### src/rtl/dmem_block.sv
// Block-addressed data memory behind the data cache, with a fixed-latency busywait handshake.
// Optional per-type access counters are enabled with DMEM_ACCESS_COUNT_EN.
module dmem_block #(
    parameter int ADDR_W  = 6,
    parameter int DATA_W  = 32,
    parameter int LATENCY = 5
) (
    input  logic              clk,
    input  logic              reset,
    input  logic              read,
    input  logic              write,
    input  logic [ADDR_W-1:0] address,
    input  logic [DATA_W-1:0] writedata,
    output logic [DATA_W-1:0] readdata,
    output logic              busywait
`ifdef DMEM_ACCESS_COUNT_EN
    ,
    output logic [15:0]       read_count,
    output logic [15:0]       write_count
`endif
);

    localparam int DEPTH = 2 ** ADDR_W;
    localparam int CNT_W = (LATENCY > 2) ? $clog2(LATENCY - 1) : 1;

    typedef enum logic [1:0] {
        IDLE,
        BUSY,
        DONE
    } state_t;

    state_t            state;
    state_t            state_next;
    logic [CNT_W-1:0]  cnt;
    logic              accept;
    logic              access;
    logic              op_write;
    logic [ADDR_W-1:0] lat_addr;
    logic [DATA_W-1:0] lat_data;
    logic [DATA_W-1:0] mem [DEPTH];

    always_ff @(posedge clk) begin
        if (reset) begin
            state <= IDLE;
        end else begin
            state <= state_next;
        end
    end

    // A request with both read and write high is illegal and simply never accepted.
    always_comb begin
        state_next = state;
        busywait   = 1'b0;
        accept     = 1'b0;
        access     = 1'b0;
        case (state)
            IDLE: begin
                if (read ^ write) begin
                    busywait   = 1'b1;
                    accept     = 1'b1;
                    state_next = BUSY;
                end
            end
            BUSY: begin
                busywait = 1'b1;
                if (cnt == '0) begin
                    access     = 1'b1;
                    state_next = DONE;
                end
            end
            DONE: begin
                state_next = IDLE;
            end
            default: begin
                state_next = IDLE;
            end
        endcase
    end

    // Operands are captured on acceptance so the requester may drop or change them while busy.
    always_ff @(posedge clk) begin
        if (reset) begin
            cnt      <= '0;
            op_write <= 1'b0;
            lat_addr <= '0;
            lat_data <= '0;
            readdata <= '0;
            for (int i = 0; i < DEPTH; i++) begin
                mem[i] <= '0;
            end
        end else begin
            if (accept) begin
                op_write <= write;
                lat_addr <= address;
                lat_data <= writedata;
                cnt      <= CNT_W'(LATENCY - 2);
            end else if (state == BUSY && cnt != '0) begin
                cnt <= cnt - CNT_W'(1);
            end
            if (access) begin
                if (op_write) begin
                    mem[lat_addr] <= lat_data;
                end else begin
                    readdata <= mem[lat_addr];
                end
            end
        end
    end

`ifdef DMEM_ACCESS_COUNT_EN
    always_ff @(posedge clk) begin
        if (reset) begin
            read_count  <= '0;
            write_count <= '0;
        end else if (access) begin
            if (op_write) begin
                if (write_count != 16'hFFFF) begin
                    write_count <= write_count + 16'd1;
                end
            end else begin
                if (read_count != 16'hFFFF) begin
                    read_count <= read_count + 16'd1;
                end
            end
        end
    end
`endif

endmodule

### config.mk
export PLATFORM = sky130hd
export DESIGN_NAME = dmem_block
export DESIGN_NICKNAME = d
export VERILOG_FILES = /design/src/rtl/dmem_block.sv
export SDC_FILE = /design/constraint.sdc
export NUM_CORES = 2
export LEC_CHECK = 0
export CORE_AREA = 8 8 458 460
export CTS_CLUSTER_SIZE = 20
export DETAILED_ROUTE_END_ITERATION = 6
export DIE_AREA = 0 0 466 468
export PLACE_DENSITY = 0.75
export SETUP_SLACK_MARGIN = 0.1
export SKIP_LAST_GASP = 1
export SYNTH_ARGS = -nofsm -noshare
export SYNTH_HDL_FRONTEND = slang
export SYNTH_SLANG_ARGS = --single-unit
### constraint.sdc
create_clock -name clk -period 7.41 [get_ports clk]
set_clock_uncertainty 0.2 [all_clocks]
set_input_delay 0.741 -clock clk [delete_from_list [all_inputs] [get_ports clk]]
set_output_delay 0.741 -clock clk [all_outputs]
set_load 0.005 [all_outputs]
==> flow_summary.toml <==
[clocking]
cts.path.max_buffers = 3
cts_buffers = 204
cts_tree = "done"
holdBufCountCts = 0
clk_pin_slew_ns = 0.06
cts_resized = 0
htreeDepth = 4
cts_setup_buffers = 0
cts_root_buf = "clkbuf_16"
insertion_delay_ns = 0.88
clock-sinks = 2123

[yosys]
synth.net_count = 7064
async_reset_ff_share_pct = 0
synth_edf_count = 2048
yosysWarnings = 0
ys_seq_area_share_pct = 65.2
ys_ff_latch = 2123
yosysUniqueCellTypes = 88
synth_area_per_cell_um2 = 13.8
synthesis.area_um2 = 96600
synth_ff_type = "edfxtp_1"
synthCells = 7021

[place]
portBuffers = 74
place_area_um2 = 98800
hpwl_um = 197000
gp_congestion = 1.02
dp_slack_ns = 2.23

[worst_setup_path]
cp.arrival_ns = 5.45
end_kind = "flop"
worstPathMaxFanout = 72
crit_path_start_kind = "flop"
worst-setup-path-type = "flop to flop"
worstPathRequired_ns = 7.72

[die]
die_area_um2 = 218000
num_rows = 166
initial_core_util_pct = 47.6
die-height_um = 468
die_width_um = 466
coreArea_um2 = 203000
io_pins = 75

[global_route]
grt_pass1_vias = 59000
grt_max_degree = 119
antenna_found_initial = 36
grt_pass1_wl_um = 456000
grt.total_usage_pct = 29.4
grt_remaining_overflow = 0

[layout]
final_nets = 6768
fin_area_um2 = 105000
area_growth_syn_to_layout_pct = 9.17
drive_above_1_share_pct = 13.8
fin_util_pct = 52.0

[hold_path]
hp-class = "input pin to flop"

[sta]
worstMarginPinSlew_ns = 1.60
finalSetupTns_ns = 0
rsz0062_at_grt = "no"
setup_viol_count_final = 0
drv_slew = 6
relSlewSlack_pct = -7.98
setup_ws_ns = 2.27
fin_crit_ns = 5.14
max_freq_mhz = 195
hold_viol_final = 0
post-route-period-util_pct = 69.3

[outcome]
status = "finished, violations left"
violations = "design-rule violations, max-capacitance violations, max-slew violations"

[routing]
drtIter0Drc = 11100
viasPerCell = 6.50
wl_per_cell_um = 34.4
via_count = 62400
wirelength_um = 331000
drt-pass1-iter-count = 7
detail-route-antenna-nets = 0
drc = 9

[pwr]
powerDensity_nw_per_um2 = 259
p_leak_uw = 0.0370
vdd_drop_max_uv = 258

[job]
maxCapViolations = 3
-- Yosys cell counts (6+ instances only) --
master | count | area [µm²]
a211oi_1 | 13 | 97.6
a221o_1 | 24 | 240
a31oi_1 | 22 | 138
nor2b_1 | 6 | 37.5
o21ai_0 | 113 | 566
or2_2 | 66 | 413
and3_1 | 17 | 106
o211ai_1 | 7 | 52.6
a22o_1 | 23 | 201
buf_4 | 67 | 503
buf_6 | 43 | 484
o22ai_1 | 119 | 744
clkbuf_1 | 494 | 1850
a41oi_1 | 6 | 52.6
a21oi_1 | 142 | 711
and4_1 | 11 | 96.3
a221oi_1 | 285 | 2500
nor2_1 | 218 | 818
a311oi_1 | 17 | 149
o2bb2ai_1 | 16 | 140
mux2_2 | 149 | 1680
and2_1 | 2052 | 12800
buf_2 | 119 | 596
o22a_1 | 12 | 105
dfxtp_1 | 75 | 1500
nor3_1 | 6 | 30.0
buf_1 | 16 | 60.1
edfxtp_1 | 2048 | 61500
mux2i_1 | 247 | 2470
mux4_2 | 123 | 2770
nand2_1 | 177 | 664
a22oi_1 | 114 | 856
nand3_1 | 21 | 105
o21bai_1 | 13 | 97.6
o21a_1 | 8 | 60.1
o221ai_1 | 15 | 131
-- final cells by class --
cell class	count	area [µm²]
fill	16400	97500
antenna	17	42.5
tap	2688	3360
clock inverter	128	1200
timing repair buffer	244	2130
sequential	2123	63100
inverter	5	26.3
clock buffer	256	5380
multi-input combinational	4147	30200
-- cell families (layout without fill, tap and decap cells) --
logic type,count (synthesis),count (layout),share of synthesized area [%]
compound gates,1003,1003,7.63
xor+xnor,2,2,0.0181
fa+ha+maj,1,1,0.0130
buf+inv,751,633,3.76
flops,2123,2123,65.2
mux,529,529,7.36
other cells,0,17,0
simple gates,2612,2612,16.0
-- where the power goes --
group / switching [µW] / internal (µW) / total [µW]
clock: 4740 / 5680 / 10400
combinational: 2240 / 763 / 3000
sequential: 348 / 13500 / 13900
total: 7330 / 20000 / 27300
-- metal layers --
metal | share of wire [%] | routed length, µm | global-route usage [%] | up-vias
met3 | 14 | 47400 | 9.42 | 1183
met2 | 43 | 143000 | 43.4 | 5144
met5 | 0.041 | 137 | 0.223 | -
met1 | 33 | 110000 | 36.3 | 30900
met4 | 9.2 | 30600 | 21.2 | 12
li1 | - | - | - | 25200
-- worst paths after layout --
check | from | to | cells past startpoint | slack, ns
worst min-delay path | reset | state[0] | 2 | 0.08
worst min register to register | lat_data[11] | lat_data[11] | 2 | 0.32
worst max register to register | lat_addr[0] | mem[15][13] | 5 | 2.27
worst max-delay path | lat_addr[0] | mem[15][13] | 5 | 2.27
-- cell usage in the layout (no fill, tap or decap), types with 37 or more instances in the layout --
| cell type | count |
|---|---|
| and2_1 | 2050 |
| edfxtp_1 | 2048 |
| a221oi_1 | 285 |
| mux2i_1 | 247 |
| clkbuf_16 | 205 |
| nand2_1 | 177 |
| nor2_1 | 159 |
| buf_4 | 159 |
| mux2_2 | 149 |
| a21oi_1 | 142 |
| mux4_2 | 123 |
| o22ai_1 | 119 |
| a22oi_1 | 114 |
| o21ai_0 | 112 |
| clkdlybuf4s50_1 | 73 |
| or2_2 | 66 |
| nor2_2 | 60 |
| clkbuf_1 | 45 |
| clkinv_1 | 40 |
| dfxtp_1 | 40 |
| clkinv_2 | 37 |
-- stage by stage --
stage | hold WS (ns) | power [µW] | std cells
floorplan | 0.276 | 15500 | 7021
detailed placement | 0.302 | 17000 | 9207
CTS | 0.0267 | 27100 | 9591
finish | 0.0767 | 27300 | 9608
global route | 0.0957 | 27700 | 9592
global placement | 0.303 | 17000 | 9205
-- flip-flops by register name, indices dropped and copies added (netlist names) --
register  count
cnt           2
lat_addr      6
readdata     32
state         2
op_write      1
lat_data     32
mem        2048
-- critical path: stages, from the launching register on --
cell,delay (ns)
dfxtp_4,0.76
buf_12,0.52
and3_1,0.71
nand2_1,0.69
nor2_2,0.98
or2_2,0.76
Power figures use the tool's default switching activity.
